==> config.mk <==
export PLATFORM = sky130hd
export DESIGN_NAME = led_blink_arbiter
export DESIGN_NICKNAME = d
export VERILOG_FILES = /design/src/rtl/led_blink_arbiter.sv
export SDC_FILE = /design/constraint.sdc
export NUM_CORES = 1
export LEC_CHECK = 0
export ABC_AREA = 1
export BUFFER_PORTS_ARGS = -buffer_cell sky130_fd_sc_hd__buf_2
export CORE_MARGIN = 3
export CORE_UTILIZATION = 30
export CTS_CLUSTER_DIAMETER = 80
export DETAILED_ROUTE_END_ITERATION = 12
export MAX_ROUTING_LAYER = met4
export PLACE_DENSITY = 0.53
export REMOVE_ABC_BUFFERS = 1
export SLEW_MARGIN = 20
export SYNTH_ARGS = -nofsm -noshare
export SYNTH_HDL_FRONTEND = slang
export SYNTH_SLANG_ARGS = --single-unit
==> constraint.sdc <==
create_clock -name clk -period 4.29 [get_ports clk]
set_input_delay 0.858 -clock clk [delete_from_list [all_inputs] [get_ports clk]]
set_output_delay 0.858 -clock clk [all_outputs]
set_load 0.05 [all_outputs]
==> src/rtl/led_blink_arbiter.sv <==
// Round-robin owner of a single board LED: grants it to one requester at a
// time and plays that requester's burst of blinks, then a quiet gap.
module led_blink_arbiter #(
    parameter int N_REQ = 4,
    parameter int CNT_W = 4,
    parameter int T_ON  = 5_000_000,
    parameter int T_OFF = 5_000_000,
    parameter int T_GAP = 25_000_000
) (
    input  logic                   clk,
    input  logic                   rst,
    input  logic [N_REQ-1:0]       req,
    input  logic [N_REQ*CNT_W-1:0] count,
    output logic [N_REQ-1:0]       grant,
    output logic [N_REQ-1:0]       done,
    output logic                   busy,
    output logic                   led
);

    localparam int T_MAX0 = (T_ON > T_OFF) ? T_ON : T_OFF;
    localparam int T_MAX  = (T_MAX0 > T_GAP) ? T_MAX0 : T_GAP;
    localparam int TW     = (T_MAX > 1) ? $clog2(T_MAX) : 1;
    localparam int PW     = $clog2(N_REQ);

    localparam logic [TW-1:0] ON_LAST  = TW'(T_ON - 1);
    localparam logic [TW-1:0] OFF_LAST = TW'(T_OFF - 1);
    localparam logic [TW-1:0] GAP_LAST = TW'(T_GAP - 1);
    localparam logic [PW:0]   N_WRAP   = (PW+1)'(N_REQ);
    localparam logic [PW-1:0] LAST_REQ = PW'(N_REQ - 1);

    typedef enum logic [1:0] {
        IDLE = 2'd0,
        ON   = 2'd1,
        OFF  = 2'd2,
        GAP  = 2'd3
    } state_t;

    state_t             state_q, state_d;
    logic [TW-1:0]      timer_q, timer_d;
    logic [CNT_W-1:0]   rem_q, rem_d;
    logic [PW-1:0]      owner_q, owner_d;
    logic [PW-1:0]      rr_ptr_q, rr_ptr_d;
    logic [N_REQ-1:0]   grant_q, grant_d;
    logic [N_REQ-1:0]   done_q, done_d;
    logic               busy_q, busy_d;
    logic               led_q, led_d;

    logic               win_valid;
    logic [PW-1:0]      win_idx;
    logic [CNT_W-1:0]   win_cnt;
    logic [PW:0]        scan_sum;
    logic [N_REQ-1:0]   owner_oh;

    // Rotating priority search: start at rr_ptr and wrap modulo N_REQ.
    always_comb begin
        win_valid = 1'b0;
        win_idx   = '0;
        scan_sum  = '0;
        for (int k = 0; k < N_REQ; k++) begin
            scan_sum = {1'b0, rr_ptr_q} + (PW+1)'(k);
            if (scan_sum >= N_WRAP) begin
                scan_sum = scan_sum - N_WRAP;
            end
            if (!win_valid && req[scan_sum[PW-1:0]]) begin
                win_valid = 1'b1;
                win_idx   = scan_sum[PW-1:0];
            end
        end
    end

    assign win_cnt = count[int'(win_idx)*CNT_W +: CNT_W];

    always_ff @(posedge clk or posedge rst) begin
        if (rst) begin
            state_q  <= IDLE;
            timer_q  <= '0;
            rem_q    <= '0;
            owner_q  <= '0;
            rr_ptr_q <= '0;
            grant_q  <= '0;
            done_q   <= '0;
            busy_q   <= 1'b0;
            led_q    <= 1'b0;
        end else begin
            state_q  <= state_d;
            timer_q  <= timer_d;
            rem_q    <= rem_d;
            owner_q  <= owner_d;
            rr_ptr_q <= rr_ptr_d;
            grant_q  <= grant_d;
            done_q   <= done_d;
            busy_q   <= busy_d;
            led_q    <= led_d;
        end
    end

    always_comb begin
        state_d  = state_q;
        timer_d  = timer_q;
        rem_d    = rem_q;
        owner_d  = owner_q;
        rr_ptr_d = rr_ptr_q;
        unique case (state_q)
            IDLE: begin
                if (win_valid) begin
                    owner_d = win_idx;
                    rem_d   = win_cnt;
                    timer_d = '0;
                    state_d = (win_cnt != '0) ? ON : GAP;
                end
            end
            ON: begin
                if (timer_q == ON_LAST) begin
                    rem_d   = rem_q - CNT_W'(1);
                    timer_d = '0;
                    state_d = (rem_q == CNT_W'(1)) ? GAP : OFF;
                end else begin
                    timer_d = timer_q + TW'(1);
                end
            end
            OFF: begin
                if (timer_q == OFF_LAST) begin
                    timer_d = '0;
                    state_d = ON;
                end else begin
                    timer_d = timer_q + TW'(1);
                end
            end
            GAP: begin
                if (timer_q == GAP_LAST) begin
                    timer_d  = '0;
                    state_d  = IDLE;
                    rr_ptr_d = (owner_q == LAST_REQ) ? '0 : owner_q + PW'(1);
                end else begin
                    timer_d = timer_q + TW'(1);
                end
            end
            default: begin
                state_d = IDLE;
                timer_d = '0;
            end
        endcase
    end

    // Outputs are decoded from the next state so they land in flops
    // on the same edge as the state they describe.
    always_comb begin
        owner_oh          = '0;
        owner_oh[owner_d] = 1'b1;
        busy_d            = (state_d != IDLE);
        led_d             = (state_d == ON);
        grant_d           = busy_d ? owner_oh : '0;
        done_d            = '0;
        if (state_d == GAP && timer_d == GAP_LAST) begin
            done_d = owner_oh;
        end
    end

    assign grant = grant_q;
    assign done  = done_q;
    assign busy  = busy_q;
    assign led   = led_q;

endmodule

== After elaboration in Yosys (flattened, before gate mapping) ==
Cells that the tools add are included.
Word-level totals
  register bits after elaboration: 45
  input bits: 22
  output and inout port bits: 10
  logic and storage cells: 98
Cells by class
  add/sub/neg operators: 10
  order comparisons: 10
  equality and inequality tests: 12
  shift-type cells: 1
  multiplexer cells: 41
  reductions and logical operators: 15
Operators by type and width (count)
  2-to-1 mux 25 bit: 3
  case mux 25 bit (3 select lines): 1
  equality test 25 bit (second input constant): 2
  2-to-1 mux 2 bit: 16
  adder 25 x 1 -> 25 bit (second input constant): 1
  equality test 25 x 23 -> 1 bit (second input constant): 1
  2-to-1 mux 4 bit: 4
  variable part select 16 x 5 -> 4 bit: 1
  < comparator 2 x 3 -> 1 bit (second input constant): 5
  2-to-1 mux 1 bit: 10
  >= comparator 3 bit (second input constant): 3
  binary-select mux 1 bit (select 2 bit): 4
  equality test 2 bit (second input constant): 4
  case mux 2 bit (4 select lines): 1
  case mux 4 bit (2 select lines): 1
  subtractor 2 x 1 -> 2 bit (second input constant): 4
  adder 2 x 2 -> 3 bit (second input constant): 2
  logical AND 1 bit: 5
  equality test 2 x 1 -> 1 bit (second input constant): 2
  equality test 4 x 1 -> 1 bit (second input constant): 1
  inequality test 2 bit (second input constant): 2
  nonzero test 2 bit: 2
  nonzero test 4 bit: 1
  subtractor 4 x 1 -> 4 bit (second input constant): 1
  10 further kinds: 12

== Logic depth before layout (Yosys ltp) ==
  word-level depth: 22
  gate-level depth with buffers: 19
  gate-level depth less buffers: 19

== Worst setup path before layout ==
OpenSTA, ideal clock, no wires.
  kind: input -> register
  start point: input req[2]
  end point: register done_q[0], in the netlist done[0]
  library setup time: 0.071 ns
  data arrival time: 2.306 ns
  data required time: 4.219 ns
  setup slack: 1.913 ns
  cell stages on the path: 16
  buffers on the path: 1
  path through: inv_1 o21ai_2 nand2_2 nand2_2 nor2_4 nand3_4 nor2_4 buf_6 nand2_1 o21ai_1 nand2_1 nor2_1 nand3_1 nor2_2 nand2_2 nor2_1
On the way
  elaborated cells on any way between the ends: 40
  classes of those cells: 2 x order compare; 2 x eq/ne; 1 x shift; 26 x mux; 9 x reduce/logical
RTL lines
  from (decl): RTL line 12  | input logic [N_REQ-1:0] req,
  binary-select mux 1 bit (select 2 bit): RTL line 64  | if (!win_valid && req[scan_sum[PW-1:0]]) begin
  2-to-1 mux 1 bit (implied by the code): RTL line 64
  2-to-1 mux 1 bit: RTL line 64
  zero test 1 bit: RTL line 64
  logical AND 1 bit: RTL line 64
  2-to-1 mux 1 bit: RTL line 64
  zero test 1 bit: RTL line 64
  logical AND 1 bit: RTL line 64
  [... 3 more ...]
  2-to-1 mux 1 bit (*): RTL line 64
  2-to-1 mux 25 bit (*): RTL line 105  | if (win_valid) begin
  case mux 25 bit (3 select lines) (*): RTL line 103  | unique case (state_q)
  net timer_d[11]: RTL line 39  | logic [TW-1:0] timer_q, timer_d;
  equality test 25 bit (*): RTL line 154  | if (state_d == GAP && timer_d == GAP_LAST) begin
  logical AND 1 bit (*): RTL line 154
  2-to-1 mux 4 bit (*): RTL line 154
  net done_d[0]: RTL line 44  | logic [N_REQ-1:0] done_q, done_d;
  to (signal assigned): RTL line 91  | done_q <= done_d;
  to (decl): RTL line 44
Mark *: on every way through the listed nets, which the timed path passes. The rest lies on a longest branch. The select of a mux whose other input is x is not followed.
A chain may end at the register's enable or synchronous reset.

== Final worst setup path ==
  start point: register state_q[1]
  end point: register done_q[1], in the netlist done[1]
On the way
  elaborated cells on any way between the ends: 21
  classes of those cells: 2 x order compare; 5 x eq/ne; 10 x mux; 4 x reduce/logical
RTL lines
  from (decl): RTL line 38  | state_t state_q, state_d;
  from (signal assigned): RTL line 85  | state_q <= state_d;
  equality test 2 bit / equality test 2 x 1 -> 1 bit (equally long branches): RTL line 103
  OR reduction 2 bit (no line)
  case mux 25 bit (3 select lines) (*): RTL line 103
  net timer_d[21]: RTL line 39
  equality test 25 bit (*): RTL line 154
  logical AND 1 bit (*): RTL line 154
  2-to-1 mux 4 bit (*): RTL line 154
  net done_d[1]: RTL line 44
Mark *: on every way through the listed nets, which the timed path passes. The rest lies on a longest branch.

==> impl_metrics.tcl <==
set metrics [dict create \
    critPathKind "reg2reg" \
    place_inst 709 \
    wirelength_mm 10.7 \
    synth-simple-area-share_pct 42.4 \
    finalClockSkew_ns 0.00664 \
    synth_top_family_by_area "simple AND/OR/NAND/NOR gates" \
    syn_area_um2 3570 \
    synth_cells 545 \
    cp_num_buf_inv 2 \
    rsz0062_at_grt "false" \
    crit_slowest_cell "inv_1" \
    leakage_nw 2.14 \
    grt_first_pass_wirelength_mm 17.6 \
    setup_tns_ns 0 \
    outcome "finished clean" \
    yosys-top-cells-area "dfrtp_1 (32%), nand2_1 (17%), inv_1 (8.5%)" \
    worstSetupStartpointType "flop" \
    synth_fa_ha_area_share_pct 2.81 \
    post-route-drc-count 0 \
    first_iter_violations 190 \
    synth_compound_gate_area_share_pct 6.84 \
    hold_class "reg2reg" \
    layout.nets 603 \
    dpl.hpwl_mm 8.36 \
    ctsResizeCount 0 \
    ctsRootBufferMaster "clkbuf_16" \
    fp.dieH_um 115 \
    cp_data_required_time_ns 4.51 \
    synth.most_common_cell "nand2_1" \
    yosysTopAreaCell "dfrtp_1" \
    first_global_vias 3463 \
    relSlewSlack_pct 33.0 \
    first_pass_iters 5 \
    tightest_slew_ns 1.00 \
    slowest_delay_ns 0.52 \
    synth_common_cells "nand2_1 (161), inv_1 (81), nor2_1 (67)" \
    core_um2 11500 \
    crit_chain "inv_1, ha_1, inv_1, nor2_4, nand2_1, o21ai_1, nand2_1, nor2_1, nand3_2, nor2_2, nand2_2, nor2_1" \
    grt_remaining_overflow 0 \
    place_congestion 0.976 \
    std_cell_rows 39 \
    drv_cap 0 \
    min_period_ns 2.94 \
    slew_violations 0 \
    synth_async_sr_flop_share_pct 100 \
    p_per_area_nw_per_um2 245 \
    avgRoutedWirePerCell_um 14.9 \
    grt_max_degree 46 \
    ir_drop_v 0.000194 \
    initial_core_util_pct 31.0 \
    fp.dieW_um 115 \
    htreeDepth 2 \
    synth-edff-count 0 \
    antenna_left 0 \
    synth-seq-area-share_pct 31.6 \
    synth_cell_type_count 36 \
    stdcell_count 717 \
    dr_total_vias 3553 \
    io_buffers 31 \
    ys_ff_latch 45 \
    end_kind "flop" \
    fmax_mhz 340 \
    multiInputGateArea_um2 2060 \
    worst-path-max-fanout 21 \
    hold_violations 0 \
    drive_gt1_share_pct 13.1 \
    cts_tree "done" \
    cts_setup_buffers 0 \
    hold_buffers 0 \
    clkSinkCount 45 \
    ios 32 \
    arrival_ns 3.16 \
    setup_viol_count_final 0 \
    num_antenna_cells 0 \
    ys.warnings.count 0 \
    path_clk_slew_ns 0.07 \
    antenna_found_initial 0 \
    numCtsBuffers 5 \
    avgViaCountPerCell 4.96 \
    clockBufferDepth 2 \
    synth_mux_area_share_pct 0.316 \
    syn_to_final_growth_pct 13.1 \
    critPathTopFamily "simple AND/OR/NAND/NOR gates" \
    nFillCells 1275 \
    yosys.area_share.xor_xnor_pct 5.40 \
    fin_crit_sh_pct 68.5 \
    syn_avg_cell_area_um2 6.55 \
    fp.dieArea_um2 13200 \
    synth.top_cell.area_share_pct 31.6 \
    ff_latch_area_um2 1130 \
    clk_latency_ns 0.29 \
    synth_top_flop_cell "dfrtp_1" \
    grtUsageTotal_pct 17.2 \
]
sequential cells by signal (all words and copies together), names as in the netlist:
| name | flops |
|---|---|
| done | 4 |
| timer_q | 25 |
| rr_ptr_q | 2 |
| grant | 4 |
| rem_q | 4 |
| state_q | 2 |
| owner_q | 2 |
| busy | 1 |
| led | 1 |
cell families after synthesis:
family	count (synthesis)
buffers and inverters	95
multiplexers	1
AND/OR/NAND/NOR	337
XOR/XNOR	19
adder cells (fa/ha/maj)	8
AO/OA/AOI/OAI	40
flip-flops	45
cell type report:
type | instances | area share (%)
Inverter | 85 | 7.91
Multi-Input combinational cell | 405 | 51.1
Clock buffer | 5 | 3.10
Timing Repair Buffer | 31 | 3.85
Tap cell | 143 | 4.44
Sequential cell | 45 | 27.9
Clock inverter | 3 | 1.71
cell usage in the layout (no fill, tap or decap), types with 3 or more instances in the layout:
master,netlist,layout
nand2_1,161,161
inv_1,81,80
nor2_1,67,67
nand3_1,56,56
dfrtp_1,45,45
buf_2,1,31
nand4_1,17,17
o21ai_0,15,15
xor2_1,14,14
nand2_2,11,11
nor3_1,9,9
ha_1,8,8
a21oi_1,7,7
inv_2,4,5
clkbuf_16,0,5
nor2_4,4,4
o22ai_1,4,4
o21ai_1,4,4
o21ai_2,3,3
nand3_2,3,3
nor2_2,3,3
xnor2_1,3,3
metrics by stage:
| step | power (mW) | instance area [µm²] | util (%) | setup WS [ns] | hold slack, ns |
|---|---|---|---|---|---|
| after global placement | 0.488 | 3840 | 33.3 | 1.45 | 0.539 |
| after CTS | 0.998 | 4030 | 35.0 | 1.37 | 0.556 |
| after floorplan | 0.470 | 3510 | - | 1.90 | 0.453 |
| after global routing | 1.02 | 4030 | 35.0 | 1.02 | 0.565 |
| final | 0.988 | 4030 | 35.0 | 1.35 | 0.542 |
| after detailed placement | 0.489 | 3840 | 33.3 | 1.36 | 0.542 |
worst paths after layout:
kind,startpoint,end,slack [ns],cells after the start
setup / recovery,state_q[1],done[1],1.35,12
setup reg to reg,state_q[1],done[1],1.35,12
min in group asynchronous,rst,timer_q[24],0.81,2
hold / removal,owner_q[0],rr_ptr_q[0],0.54,1
hold reg to reg,owner_q[0],rr_ptr_q[0],0.54,1
max in group asynchronous,rst,timer_q[3],2.86,2
power breakdown:
| group | switching [mW] | internal [mW] | total [mW] |
|---|---|---|---|
| Clock | 0.172 | 0.336 | 0.508 |
| Combinational | 0.0375 | 0.0187 | 0.0562 |
| Sequential | 0 | 0.424 | 0.424 |
layer usage:
layer	routed length, µm	vias to the layer above	global-route usage, %	part of all wire (%)
li1	-	1779	-	-
met1	4810	1676	22.0	45
met5	0	-	-	0
met3	483	10	2.79	4.5
met2	5240	88	28.8	49
met4	125	0	3.21	1.2
No activity file was read; power rests on OpenSTA's default activity.
